`config.mk`:
```
export PLATFORM = sky130hd
export DESIGN_NAME = bin_level_sensor
export DESIGN_NICKNAME = d
export VERILOG_FILES = /design/src/rtl/waste_pkg.sv /design/src/rtl/level_avg4.sv /design/src/rtl/bin_level_sensor.sv
export SDC_FILE = /design/constraint.sdc
export NUM_CORES = 1
export LEC_CHECK = 0
export CAP_MARGIN = 20
export CORE_MARGIN = 5
export CORE_UTILIZATION = 25
export CTS_CLUSTER_DIAMETER = 80
export DETAILED_ROUTE_END_ITERATION = 16
export PLACE_DENSITY = 0.43
export SYNTH_ARGS = -nofsm -noshare
export SYNTH_HDL_FRONTEND = slang
export SYNTH_SLANG_ARGS = --single-unit
```
`constraint.sdc`:
```
create_clock -name clk -period 10.6 [get_ports clk]
set_input_delay 1.59 -clock clk [delete_from_list [all_inputs] [get_ports clk]]
set_output_delay 1.59 -clock clk [all_outputs]
set_load 0.1 [all_outputs]
```
`src/rtl/waste_pkg.sv`:
```
// rtl/waste_pkg.sv - shared types and constants for the waste-bin level sensing blocks
package waste_pkg;

    localparam int CAP_W = 8;
    localparam logic [CAP_W-1:0] CAP_FULL = 8'd255;

    typedef enum logic [2:0] {
        IDLE,
        TRIG,
        WAIT_RISE,
        MEASURE,
        CONVERT,
        OUTPUT
    } state_t;

endpackage

```
`src/rtl/level_avg4.sv`:
```
// rtl/level_avg4.sv - 4-sample moving average of fill capacity with first-sample preload
module level_avg4
    import waste_pkg::*;
(
    input  logic             clk,
    input  logic             rst,
    input  logic             i_load,
    input  logic [CAP_W-1:0] i_raw,
    output logic [CAP_W-1:0] o_avg,
    output logic             o_primed
);

    logic [CAP_W-1:0] r_hist [4];
    logic [CAP_W-1:0] w_next [4];
    logic [CAP_W+1:0] w_sum;
    logic [CAP_W-1:0] r_avg;
    logic             r_primed;

    // Entry 0 is the newest sample; an unprimed history is flooded with the first sample.
    always_comb begin
        w_next[0] = i_raw;
        for (int i = 1; i < 4; i++) begin
            w_next[i] = r_primed ? r_hist[i-1] : i_raw;
        end
        w_sum = '0;
        for (int i = 0; i < 4; i++) begin
            w_sum = w_sum + {2'b00, w_next[i]};
        end
    end

    always_ff @(posedge clk) begin
        if (rst) begin
            for (int i = 0; i < 4; i++) begin
                r_hist[i] <= '0;
            end
            r_primed <= 1'b0;
            r_avg    <= '0;
        end else if (i_load) begin
            for (int i = 0; i < 4; i++) begin
                r_hist[i] <= w_next[i];
            end
            r_primed <= 1'b1;
            r_avg    <= w_sum[CAP_W+1:2];
        end
    end

    assign o_avg    = r_avg;
    assign o_primed = r_primed;

endmodule

```
`src/rtl/bin_level_sensor.sv`:
```
// rtl/bin_level_sensor.sv - ultrasonic trigger/echo timing front end producing an averaged bin fill level
module bin_level_sensor
    import waste_pkg::*;
#(
    parameter int TRIG_CYCLES     = 500,
    parameter int PERIOD_CYCLES   = 3000000,
    parameter int WAIT_MAX_CYCLES = 50000,
    parameter int ECHO_MAX_CYCLES = 1500000,
    parameter int ECHO_SHIFT      = 12
) (
    input  logic             clk,
    input  logic             rst,
    input  logic             enable,
    input  logic             echo,
    output logic             trig,
    output logic [CAP_W-1:0] bin_cap,
    output logic             cap_valid,
    output logic             sensor_fault
);

    state_t           r_state;
    logic             r_echo_meta;
    logic             r_echo_s;
    logic [31:0]      r_cnt;
    logic [31:0]      r_per;
    logic [23:0]      r_echo_cnt;
    logic             r_trig;
    logic             r_cap_valid;
    logic             r_fault;

    logic [23:0]      w_echo_inc;
    logic [23:0]      w_shifted;
    logic [CAP_W-1:0] w_dist;
    logic [CAP_W-1:0] w_raw;
    logic             w_primed;
    logic             w_period_done;
    logic             w_load;

    assign w_echo_inc    = (&r_echo_cnt) ? r_echo_cnt : r_echo_cnt + 24'd1;
    assign w_shifted     = r_echo_cnt >> ECHO_SHIFT;
    assign w_dist        = (|w_shifted[23:CAP_W]) ? CAP_FULL : w_shifted[CAP_W-1:0];
    assign w_raw         = CAP_FULL - w_dist;
    // Counter reaches PERIOD_CYCLES on this edge, so the next trigger lands exactly one period later.
    assign w_period_done = (r_per >= 32'(PERIOD_CYCLES - 1));
    assign w_load        = (r_state == CONVERT);

    level_avg4 u_avg (
        .clk      (clk),
        .rst      (rst),
        .i_load   (w_load),
        .i_raw    (w_raw),
        .o_avg    (bin_cap),
        .o_primed (w_primed)
    );

    always_ff @(posedge clk) begin
        if (rst) begin
            r_echo_meta <= 1'b0;
            r_echo_s    <= 1'b0;
            r_state     <= IDLE;
            r_cnt       <= '0;
            r_per       <= '0;
            r_echo_cnt  <= '0;
            r_trig      <= 1'b0;
            r_cap_valid <= 1'b0;
            r_fault     <= 1'b0;
        end else begin
            r_echo_meta <= echo;
            r_echo_s    <= r_echo_meta;
            r_cap_valid <= 1'b0;
            if (r_per < 32'(PERIOD_CYCLES)) begin
                r_per <= r_per + 32'd1;
            end
            case (r_state)
                IDLE: begin
                    if (enable && (w_period_done || !w_primed)) begin
                        r_state <= TRIG;
                        r_trig  <= 1'b1;
                        r_cnt   <= '0;
                        r_per   <= '0;
                    end
                end
                TRIG: begin
                    if (r_cnt == 32'(TRIG_CYCLES - 1)) begin
                        r_trig  <= 1'b0;
                        r_cnt   <= '0;
                        r_state <= WAIT_RISE;
                    end else begin
                        r_cnt <= r_cnt + 32'd1;
                    end
                end
                WAIT_RISE: begin
                    // The rise cycle itself is the first echo-high cycle counted.
                    if (r_echo_s) begin
                        r_echo_cnt <= 24'd1;
                        r_state    <= MEASURE;
                    end else if (r_cnt >= 32'(WAIT_MAX_CYCLES)) begin
                        r_fault <= 1'b1;
                        r_state <= IDLE;
                    end else begin
                        r_cnt <= r_cnt + 32'd1;
                    end
                end
                MEASURE: begin
                    if (!r_echo_s) begin
                        r_state <= CONVERT;
                    end else if (w_echo_inc >= 24'(ECHO_MAX_CYCLES)) begin
                        r_echo_cnt <= w_echo_inc;
                        r_fault    <= 1'b1;
                        r_state    <= IDLE;
                    end else begin
                        r_echo_cnt <= w_echo_inc;
                    end
                end
                CONVERT: begin
                    r_cap_valid <= 1'b1;
                    r_fault     <= 1'b0;
                    r_state     <= OUTPUT;
                end
                OUTPUT: begin
                    r_state <= IDLE;
                end
                default: begin
                    r_state <= IDLE;
                end
            endcase
        end
    end

    assign trig         = r_trig;
    assign cap_valid    = r_cap_valid;
    assign sensor_fault = r_fault;

endmodule

```
==> impl_metrics.tcl, run 1 <==
set metrics [dict create \
    antenna_cells 0 \
    die_y_um 182 \
    viasPerCell 4.85 \
    critPathSlowestCell "or4_1" \
    timing.final.max_slew_violations 0 \
    status "complete, no violations" \
    final_layout_size_suffix_gt1_frac 0.0590 \
    yosysWarnings 0 \
    rsz0062_at_grt "no" \
    r2r-end "u_avg.o_avg[6]" \
    clk_latency_ps 420 \
    arrival_ps 5190 \
    ff_latch_area_um2 2820 \
    wl_per_cell_um 14.0 \
    post-route-min-period_ps 4830 \
    synth.avg_cell_area_um2 8.15 \
    cpPeakStageDelay_ps 960 \
    first_pass_iters 5 \
    synthTopCellsByCount "dfxtp_1 (105), nor2_1 (103), a21oi_1 (85)" \
    synth_cell_types 64 \
    antenna_found_initial 0 \
    rows 63 \
    min_path_type "register to register" \
    tns_ps 0 \
    setup.worst_path.end "u_avg.o_avg[6]" \
    numCtsBuffers 17 \
    path_class "register to register" \
    fin_crit_sh 0.456 \
    start_util 0.252 \
    grt_start_max_net_pins 42 \
    synth.top_cells.by_area "dfxtp_1 (28%), edfxtp_1 (9.7%), a21oi_1 (5.7%)" \
    fill_cells 3188 \
    path_clk_slew_ps 70 \
    cap_viol_max_count 0 \
    routed_wl_um 18300 \
    startpoint_type "register" \
    synthArstFlopShare 0 \
    max_slew_margin 0.324 \
    drc_errors 0 \
    reg2reg_slack_ps 5770 \
    r2r.worst_path.cells 18 \
    tightest_slew_ps 1010 \
    cp.required_ps 10960 \
    post_cts_buffers 0 \
    drtIter0Drc 270 \
    synth_top_area_share 0.283 \
    synth_cells 912 \
    clockRootBuffer "clkbuf_16" \
    ctsResizeCount 0 \
    cts_buffer_depth 2 \
    p_leak_nw 2.84 \
    ys_seq_area_frac 0.380 \
    total_power_w 0.00143 \
    hold_buffers 0 \
    grt_pass1_wl_um 31200 \
    h-tree-depth 4 \
    hold_viol_final 0 \
    grt_usage 0.113 \
    ios 15 \
    endpoint_kind "register" \
    area_delta_synth_final_pct 15.8 \
    rr_startpoint "r_echo_cnt[23]" \
    vias 6330 \
    die_w_um 182 \
    cts_tree "done" \
    crit_fanout 27 \
    port_buffers 14 \
    dp_hpwl_um 12500 \
    crit_chain "or4_1 -> nor3_1 -> a21o_1 -> ha_1 -> nand2_1 -> o21ai_0 -> a22o_1 -> a21o_1 -> xnor2_1 -> fa_1 -> inv_1 -> ha_1 -> a21oi_1 -> o21ai_0 -> a211oi_1 -> nor2_1 -> or4_1 -> nand3_1" \
    ir_drop_uv 92.8 \
    yosys_most_used_dff "dfxtp_1" \
    final_util 0.292 \
    multi_input_area_um2 4280 \
    cts_sinks 129 \
    fin_skew_ps 13.1 \
    yosysMostFrequentCell "dfxtp_1" \
    coreArea_um2 29500 \
    crit_path_start "r_echo_cnt[23]" \
    detail-route-antenna-nets 0 \
    nets 934 \
    die_area_um2 33300 \
    powerDensity_nw_per_um2 166 \
    synthesis.nets 944 \
    setup_viol 0 \
    synth.largest_area_cell "dfxtp_1" \
    overflow 0 \
    place.gp.congestion 0.791 \
    synth_edf_count 24 \
    fmax_mhz 207 \
    grt_pass1_vias 6156 \
    ys_ff_latch 129 \
    synth_area_um2 7430 \
]
routing by layer:
layer | track usage | vias to the layer above | share of wire
met1 | 0.162 | 2922 | 0.53
li1 | - | 3311 | -
met3 | 0.0211 | 12 | 0.031
met2 | 0.174 | 85 | 0.43
met5 | 0 | - | 0
met4 | 0.0288 | 0 | 0.0087
kinds of logic after synthesis:
| group | count (synthesis) | share of synthesized area |
|---|---|---|
| flops | 129 | 0.380 |
| buf+inv | 85 | 0.0438 |
| compound gates | 227 | 0.189 |
| simple gates | 398 | 0.277 |
| xor+xnor | 37 | 0.0436 |
| mux | 8 | 0.0113 |
| fa+ha+maj | 28 | 0.0552 |
worst min-delay path by stage:
| stage | start | to | slack (ps) | cells after the start |
|---|---|---|---|---|
| after global placement | r_echo_meta | r_echo_s | 420 | 1 |
| final | r_echo_meta | r_echo_s | 440 | 1 |
| after detailed placement | r_echo_meta | r_echo_s | 420 | 1 |
| after floorplan | r_echo_meta | r_echo_s | 410 | 1 |
| after CTS | r_echo_meta | r_echo_s | 440 | 1 |
| after global routing | r_echo_meta | r_echo_s | 460 | 1 |
layout by cell type (no fill, tap or decap), types with 16 or more instances in the layout:
master / n
a21oi_1: 85
and2_1: 25
clkbuf_16: 20
dfxtp_1: 105
edfxtp_1: 24
ha_1: 20
inv_1: 34
nand2_1: 63
nand3_1: 44
nand4_1: 18
nor2_1: 103
nor3_1: 37
nor4_1: 16
o21ai_0: 47
o31ai_1: 27
or3_1: 16
or4_1: 25
xnor2_1: 20
xor2_1: 17
flip-flops by register name (all words and copies together), names as in the netlist:
signal and flops:
r_state 3, trig 1, sensor_fault 1, r_cnt 32, r_echo_s 1, u_avg.o_primed 1, r_per 32, r_echo_cnt 24
u_avg.o_avg 8, cap_valid 1, r_echo_meta 1, u_avg.r_hist 24
critical path: cells and delay by family (launching register included):
kind / cells / cell delay (ps)
fa+ha+maj: 3 / 1030
xor+xnor: 1 / 90
simple gates: 6 / 2030
compound gates: 7 / 1170
buf+inv: 1 / 40
flops: 1 / 400
where the power goes:
part	switching [W]	leakage, nW	total (W)	internal (W)
combinational	0.000158	1.41	0.000222	0.0000645
sequential	0.0000183	1.10	0.000536	0.000518
clock	0.000235	0.333	0.000670	0.000435
through the flow:
stage / hold WS, ps / std cells / area, um2 / setup slack [ps]
final: 437 / 1305 / 8610 / 5770
after global routing: 456 / 1305 / 8610 / 5340
after CTS: 438 / 1304 / 8590 / 5790
after detailed placement: 425 / 1272 / 7920 / 5790
after global placement: 422 / 1272 / 7920 / 5850
after floorplan: 414 / 912 / 7430 / 6020
final cells by class:
type | count | area share
timing repair buffer | 22 | 0.0241
clock inverter | 8 | 0.0153
multi-input combinational | 698 | 0.498
sequential | 129 | 0.328
clock buffer | 24 | 0.0634
inverter | 34 | 0.0148
tap | 390 | 0.0567
Note: power is estimated with default switching activity, not from simulation.
==> run 2: changes to the inputs <==
- PLACE_DENSITY: 0.43 -> 0.44
- clock period: 10.6 -> 3.97 ns (I/O delays scaled with it)
==> run 2 against run 1 <==
  * Hold slack worse by 4.9 ps
  * Critical path depth up 1
  * Combinational power rose to 3.2 times the previous value
  * Largest power group unchanged
  * Clock power rose to 2.6 times the previous value
  * Fmax up 23%
  * Non-clock buffer count up 43
  * Via count up 3.6%
  * Power rose to 2.7 times the previous value
  * First-iteration DRC count up 16%
  * Sequential share of layout area down 1.8 points
==> impl_metrics.tcl, run 2 (same netlist as run 1, synthesis figures left out) <==
set metrics [dict create \
    die_w_um 182 \
    vias 6556 \
    fmax_mhz 255 \
    fin_crit_sh 0.988 \
    hold_viol_final 0 \
    viasPerCell 4.86 \
    cts_sinks 129 \
    antenna_found_initial 0 \
    drc_errors 0 \
    reg_top3 "r_cnt (32), r_per (32)" \
    clk_latency_ps 420 \
    final_layout_size_suffix_gt1_frac 0.142 \
    crit_fanout 4 \
    rsz0062_at_grt "yes" \
    coreArea_um2 29500 \
    path_buf_inv 2 \
    overflow 0 \
    path_clk_slew_ps 70 \
    tightest_slew_ps 1010 \
    final_cell_mix "dfxtp_1 (104), nor2_1 (101), a21oi_1 (80)" \
    clockRootBuffer "clkbuf_16" \
    cpLargestDelayFamily "simple AND/OR/NAND/NOR gates" \
    worstHoldStart "r_echo_meta" \
    grt_usage 0.116 \
    cts_buffer_depth 2 \
    endpoint_kind "register" \
    arrival_ps 4290 \
    cts_tree "done" \
    antenna_cells 0 \
    r2r-end "u_avg.o_avg[6]" \
    min_path_type "register to register" \
    grt_pass1_vias 6216 \
    rows 63 \
    port_buffers 14 \
    start_util 0.252 \
    detail-route-antenna-nets 0 \
    cap_viol_max_count 0 \
    path_class "register to register" \
    h-tree-depth 4 \
    grt_start_max_net_pins 40 \
    status "complete, no violations" \
    max_slew_margin 0.327 \
    post-route-min-period_ps 3920 \
    ios 15 \
    fin_skew_ps 13.7 \
    grt_pass1_wl_um 32100 \
    p_leak_nw 3.10 \
    cpPeakStageDelay_ps 560 \
    holdPathEnd "r_echo_s" \
    drtIter0Drc 313 \
    setup_viol 0 \
    powerDensity_nw_per_um2 423 \
    nets 977 \
    layout_commonest_cell "dfxtp_1" \
    die_area_um2 33300 \
    cp.depth 19 \
    area_delta_synth_final_pct 22.8 \
    holdPathStages 1 \
    final_util 0.309 \
    routed_wl_um 19100 \
    first_pass_iters 5 \
    reg2reg_slack_ps 50 \
    wl_per_cell_um 14.2 \
    tns_ps 0 \
    cp.required_ps 4340 \
    numCtsBuffers 17 \
    timing.final.max_slew_violations 0 \
    die_y_um 182 \
    place.gp.congestion 0.781 \
    critPathSlowestCell "or4_4" \
    rr_startpoint "r_echo_cnt[21]" \
    ir_drop_uv 223 \
    crit_chain "or4_4 -> buf_6 -> nor3_4 -> a21o_1 -> ha_4 -> nand2_2 -> o21ai_2 -> a22o_1 -> a21o_1 -> a21oi_2 -> o21bai_2 -> xnor2_2 -> fa_1 -> inv_2 -> ha_4 -> a211oi_2 -> nor2_1 -> or4_4 -> nand3_2" \
    startpoint_type "register" \
    dp_hpwl_um 13200 \
    r2r.worst_path.cells 19 \
]
-- run 2: cell count changes in the layout (fill, tap and decap cells not counted), sizes merged --
| cell | previous run | this run |
|---|---|---|
| clkinv | 2 | 5 |
| clkbuf | 24 | 21 |
| inv | 37 | 35 |
| clkinvlp | 0 | 2 |
| buf | 8 | 51 |
-- run 2: how the worst max path moves through the flow --
| stage | start | endpoint |
|---|---|---|
| floorplan | r_echo_cnt[23] | u_avg.o_avg[6] |
| global placement | r_echo_cnt[21] | u_avg.o_avg[6] |
| detailed placement | r_echo_cnt[21] | u_avg.o_avg[6] |
| CTS | r_echo_cnt[22] | u_avg.o_avg[6] |
| global route | r_echo_cnt[21] | u_avg.o_avg[6] |
| finish | r_echo_cnt[21] | u_avg.o_avg[6] |
-- run 2: layout make-up --
| cell class | count | area, um2 |
|---|---|---|
| clock inverter | 11 | 146 |
| multi-input combinational | 698 | 4510 |
| tap | 390 | 488 |
| clock buffer | 21 | 503 |
| timing repair buffer | 65 | 527 |
| sequential | 129 | 2820 |
| inverter | 34 | 128 |
| fill | 3171 | 20400 |
-- run 2: where the power goes --
part           internal, W  leakage (nW)  switching, W  total [W]
Sequential         0.00138          1.10     0.0000415    0.00142
Clock              0.00110         0.316      0.000630    0.00173
Combinational     0.000246          1.69      0.000464   0.000711
-- run 2: metrics by stage --
step	power (W)	hold slack (ps)	instances	instance area, um2	setup slack, ps
2_1_floorplan	0.00191	414	912	7520	-2.23
3_3_place_gp	0.00214	432	1315	8290	-56.8
3_5_place_dp	0.00213	420	1315	8290	-78.9
4_1_cts	0.00389	434	1347	8960	11.5
5_1_grt	0.00405	459	1348	9120	-170
6_report	0.00386	432	1348	9120	45.9
-- run 2: what timing repair did --
| item | in CTS | in global routing |
|---|---|---|
| hold buffers | 0 | 0 |
| endpoints found under the setup margin | 3 | 3 |
| pin swaps | 11 | 12 |
| buffers inserted | 0 | 1 |
| gates resized for setup | 4 | 30 |
-- run 2: routing by layer --
layer,vias up,track usage,share of wire
li1,3408,-,-
met1,3066,0.165,0.52
met2,63,0.181,0.44
met3,19,0.0205,0.025
met4,0,0.0330,0.013
met5,-,0,0
==> run 3: changes to the inputs <==
- SLEW_MARGIN: unset -> 20
==> results of run 3 <==
Same layout as run 2: the final DEF is identical, and so are final timing and power.
==> edit 1, RTL diff (config.mk and constraints of run 3) <==
The package constant `CAP_W` goes from 8 to 10.
--- a/src/rtl/waste_pkg.sv
+++ b/src/rtl/waste_pkg.sv
@@ -1,7 +1,7 @@
 // rtl/waste_pkg.sv - shared types and constants for the waste-bin level sensing blocks
 package waste_pkg;
 
-    localparam int CAP_W = 8;
+    localparam int CAP_W = 10;
     localparam logic [CAP_W-1:0] CAP_FULL = 8'd255;
 
     typedef enum logic [2:0] {
Interface: changed (resized bin_cap); port bits go from 15 to 17. No check against the original RTL was run, so the function may have changed too.
==> edit 1 against run 3 <==
The run now ends with setup timing left. Wire length is 3.3% lower. Total power fell by 9.9%. Final area up 4.8%. Worst hold slack gained 0.0052 ns. Fmax down 1.7%. Worst setup slack lost 0.068 ns. Synthesized area is 5.9% higher. Global-route usage decreased by 0.75 points. Clock skew shrank 0.0014 ns. Sequential cell count increased by 8. Critical path type unchanged. Critical endpoint is now u_avg.o_avg[7]$_SDFFE_PP0P_. Highest routed layer unchanged.
==> edit 1: results (changes against run 3) <==
** Global routing
- The first-pass GRT wire length was 31700 um (-1.2%).
- The pin count of the biggest net entering global routing came to 46 (+15%).
- Vias in the first global route :: 6191 (-0.40%)
- Global Route Usage Sum :: 10.8% (-0.75 points)

** Timing
- Worst setup margin :: -0.0218 ns (-0.0677 ns)
- The final sum of negative setup slack is -0.0218 ns (-0.0218 ns).
- Final number of setup-violating endpoints :: 1 (+1)
- Worst rel slew slack :: 35.0% (+2.2 points)

** Critical path
- The endpoint identified for the worst register-to-register timing path is u_avg.o_avg[7]$_SDFFE_PP0P_.
- End point of the critical path :: u_avg.o_avg[7]$_SDFFE_PP0P_
- Startpoint of the worst register-to-register path :: r_echo_cnt[22]$_SDFFE_PP0P_
- Critical path fanouts, max :: 7 (+3)
- The number of cell instances on the worst register-to-register path is 18 (-1).

** Logic synthesis
- Top-area cell type share of the netlist area :: 27.2% (-1.1 points)
- The gate count of the mapped netlist was 925 (+1.4%).
- Yosys cell types :: 72 (+13%)
- Synth top area cells :: dfxtp_1, edfxtp_1, nor2_1
- Counting instances in the post-synthesis netlist gives the leading cell types as nor2_1, dfxtp_1, nand2_1.

** Cells and area
- Total non-filler cell area in the finished layout :: 9560 um^2 (+4.8%)
- The proportion of layout cells with a drive suffix above 1 came to 15.3% (+1.1 points).
- The largest registers in the layout are r_cnt x32, r_per x32, u_avg.r_hist x30.
- Fillers :: 3325 (+4.9%)

** Route
- The count of routing violations after the opening detailed-route iteration came to 334 (+6.7%).
- Total length of routed wires :: 18500 um (-3.3%)
- Detailed-route via count :: 6389 (-2.5%)

** Status
- The final reports fail on setup timing.
- The run finished, with violations left.

** Placement
- Placed wire-length estimate after detailed placement :: 13100 um (-1.1%)
- The cell count after placement was 1352 (+2.8%).
- The number of input and output port buffers inserted came to 16 (+2).
- Worst-case setup slack after placement :: -0.125 ns (-0.0458 ns)
- The placer's final routability congestion estimate is 0.758 (-2.9%).

** Pwr
- The reported sequential group power is 1480 uW (+4%).
- The cell-internal power is 2450 uW (-10%).
- Logic pwr share :: 12.7% (-5.7 points)
[edit 1: cell types whose count changed after synthesis, moves of 9 or more]
cell / change
o21ai_0: -17
xnor2_1: +22
a21oi_1: -36
or4_1: -22
xor2_1: +9
nor2_1: +33
buf_2: +13
clkbuf_1: -13
nand3_1: -17
o31ai_1: -22
[edit 1: what timing repair did]
item                                   CTS  global route
endpoints found under the hold margin    0             0
pin swaps                                6             6
setup endpoints to repair                3             6
gates resized for setup                  9            28
buffers inserted                         5             2
[edit 1: cell type report]
| class | count | area share [%] |
|---|---|---|
| tap | 402 | 5.26 |
| clock inverter | 15 | 1.51 |
| clock buffer | 17 | 4.45 |
| timing repair buffer | 78 | 6.66 |
| inverter | 42 | 1.65 |
| multi-input combinational | 700 | 48.6 |
| sequential | 137 | 31.9 |
[edit 1: logic make-up (layout without fill, tap and decap cells)]
group	count (synthesis)	count (layout)	synth area share (%)
AOI/OAI and AO/OA	168	168	14.1
xor gates and xnor gates	68	68	7.57
DFF	137	137	38.7
and+or+nand+nor	418	418	27.1
muxes	11	11	1.48
adders and majority gates	35	35	6.52
buffers and inverters	88	152	4.52
[edit 1: worst max-delay path, cell delays in order, from the launching register on]
cell and delay, ns:
dfxtp_4 0.36, or2_4 0.29, nor3_4 0.18, a21o_1 0.16
ha_4 0.22, a21boi_4 0.14, o21a_1 0.20, or2_4 0.25
fa_1 0.49, inv_2 0.04, ha_4 0.21, nor2b_1 0.13
o21ai_2 0.16, a21oi_2 0.09, o21ai_2 0.16, a21oi_2 0.08
o21a_1 0.19, or3_1 0.30, a32o_1 0.22
[edit 1: per-layer routing]
layer	wire, um	GRT usage [%]
met1	9520	14.9
met2	8450	17.1
met3	450	2.44
met4	87	3.30
met5	0	0
==> edit 2, RTL diff (settings of run 3) <==
Made on the original files. Put a register stage on the output `bin_cap`, with the module's reset. The value now appears one clock later. The other outputs are not delayed to match.
--- a/src/rtl/bin_level_sensor.sv
+++ b/src/rtl/bin_level_sensor.sv
@@ -17,6 +17,8 @@
     output logic             cap_valid,
     output logic             sensor_fault
 );
+
+    logic [CAP_W-1:0] bin_cap_d;
 
     state_t           r_state;
     logic             r_echo_meta;
@@ -49,7 +51,7 @@
         .rst      (rst),
         .i_load   (w_load),
         .i_raw    (w_raw),
-        .o_avg    (bin_cap),
+        .o_avg    (bin_cap_d),
         .o_primed (w_primed)
     );
 
@@ -131,5 +133,13 @@
     assign cap_valid    = r_cap_valid;
     assign sensor_fault = r_fault;
 
+    always_ff @(posedge clk) begin
+        if (rst) begin
+            bin_cap <= '0;
+        end else begin
+            bin_cap <= bin_cap_d;
+        end
+    end
+
 endmodule
 
Formal check against the unedited RTL: no difference found for any inputs over 10 cycles, from zero or initial values and one cycle with rst high; that may be too few to reach the edited logic, so the function may still have changed.
==> edit 2 against run 3 <==
Final area fell by 2.8%. Worst hold slack improved by 0.024 ns. Non-clock buffer count fell by 9. Core utilization fell by 0.87 points. Sequential share of layout area rose by 2.7 points. Wire length fell by 9.4%. Critical endpoint is now u_avg.o_avg[7]$_SDFFE_PP0P_. Critical path depth rose by 1. Worst setup slack got worse by 0.081 ns. Total power fell by 5.1%. Synthesized area fell by 0.35%. The flow now finishes with violations (setup timing). Sequential cell count rose by 8.
==> edit 2: results (changes against run 3) <==
** Status
- Status :: complete, but fails checks
- The final reports fail on setup timing.

** Timing
- The count of endpoints failing setup in the final report was 2 (+2).
- Worst setup margin :: -0.0349 ns (-0.0808 ns)
- The final clock skew is 0.00990 ns (-0.00379 ns).
- The worst relative slew slack was 33.0% (+0.29 points).
- TNS Setup :: -0.0425 ns (-0.0425 ns)

** Placement
- The final HPWL from detailed placement is 11800 um (-10%).
- The pre-CTS setup slack was -0.193 ns (-0.114 ns).
- Gpl congestion :: 0.767 (-1.7%)
- The total cell area at the placement stage is 8210 um^2 (-1.0%).

** Logic synthesis
- Synth top area cells :: dfxtp_1, edfxtp_1, nor2_1
- The multiplexer fraction of the synthesized cell area is 1.01% (-0.11 points).
- The mean post-synth cell area is 8.53 um^2 (+4.7%).
- Yosys cell types :: 70 (+9.4%)
- Synth Area in Adders :: 5.54% (+0.020 points)
- The post-synth net total came to 900 (-4.7%).
- Cell types with the highest counts after synthesis :: nor2_1, dfxtp_1, nand2_1
- The post-synthesis share of cell area spent on xor and xnor gates was 7.81% (+3.4 points).
- Complex-gate fraction of the synthesized area :: 13.4% (-5.5 points)
- Sequential area share after synthesis :: 40.3% (+2.3 points)

** Cells and area
- The number of filler instances in the final layout was 3212 (+1.3%).
- The proportion of layout cells with a drive suffix above 1 is 12.9% (-1.3 points).
- The number of diodes added for antenna fixing was 0 (unchanged).
- Number of nets in the layout :: 928 (-5.0%)

** Pwr
- The leakage power of the design came to 0.00329 uW (+5.9%).
- Highest ir drop seen on vdd :: 0.000299 V (+34%)
- The power per cell area came to 413 nW/um^2 (-2.4%).

** Route
- Total length of routed wires :: 17300 um (-9.4%)
- Post-DR wirelength/cell :: 13.3 um (-6.0%)
- Iteration count of the initial detailed-routing pass :: 4 (-1)
- Wl on met1 :: 8740 um (-12%)
- Per-cell via count in the routed design :: 4.63 (-4.9%)
- The wire length on met3 was 356 um (-27%).

** Critical path
- Arr. time, crit path :: 4.30 ns (about the same)

** Global routing
- Gr ovfl total :: 0 (unchanged)
- The pin count of the biggest net entering global routing was 41 (+2.5%).
- The global-route total usage across every layer was 10.8% (-0.76 points).
- The first-pass GRT wire length is 29900 um (-6.7%).
- The via count of the first global-routing pass was 6001 (-3.5%).
- The met2 layer usage reported by global route was 17.2% (-0.88 points).
edit 2: changes by cell type after synthesis, sizes merged, moves of 19 or more:
cell   before  now
a21oi      85   50
xor2       17   49
or4        26    7
o31ai      27    3
nor2      103  123
o21ai      47   22
edit 2: area by class of cell:
cell class                 count  share of cell area, %
sequential                   137                   33.7
timing repair buffer          56                   5.08
tap                          390                   5.50
multi-input combinational    655                   48.0
inverter                      29                   1.23
clock buffer                  18                   5.08
clock inverter                14                   1.41
edit 2: worst paths after layout:
| path | slack (ns) | cells after the start | endpoint | startpoint |
|---|---|---|---|---|
| max | -0.03 | 20 | u_avg.o_avg[7]$_SDFFE_PP0P_ | r_echo_cnt[21]$_SDFFE_PP0P_ |
| min | 0.46 | 2 | u_avg.o_avg[2]$_SDFFE_PP0P_ | u_avg.o_avg[2]$_SDFFE_PP0P_ |
| max reg2reg | -0.03 | 20 | u_avg.o_avg[7]$_SDFFE_PP0P_ | r_echo_cnt[21]$_SDFFE_PP0P_ |
| min reg2reg | 0.46 | 2 | u_avg.o_avg[2]$_SDFFE_PP0P_ | u_avg.o_avg[2]$_SDFFE_PP0P_ |
edit 2: repair_timing:
action                     4_1_cts  5_1_grt
setup endpoints to repair        5        5
resized for setup                5       12
gates cloned                     0        0
pin swaps                        1       17
buffers inserted                 0        0
edit 2: power breakdown:
group	internal (uW)	switching, uW	leakage, uW	total, uW
clock	862	688	0.000283	1550
sequential	1460	35.9	0.00116	1500
combinational	212	404	0.00185	617
total	2540	1130	0.00329	3660
edit 2: worst max-delay path, delay by kind of cell (launching register included):
| kind | cells | cell delay (ns) |
|---|---|---|
| compound gates | 9 | 1.17 |
| xor+xnor | 1 | 0.16 |
| fa+ha+maj | 3 | 0.80 |
| buf+inv | 1 | 0.08 |
| flops | 1 | 0.32 |
| simple gates | 6 | 1.35 |
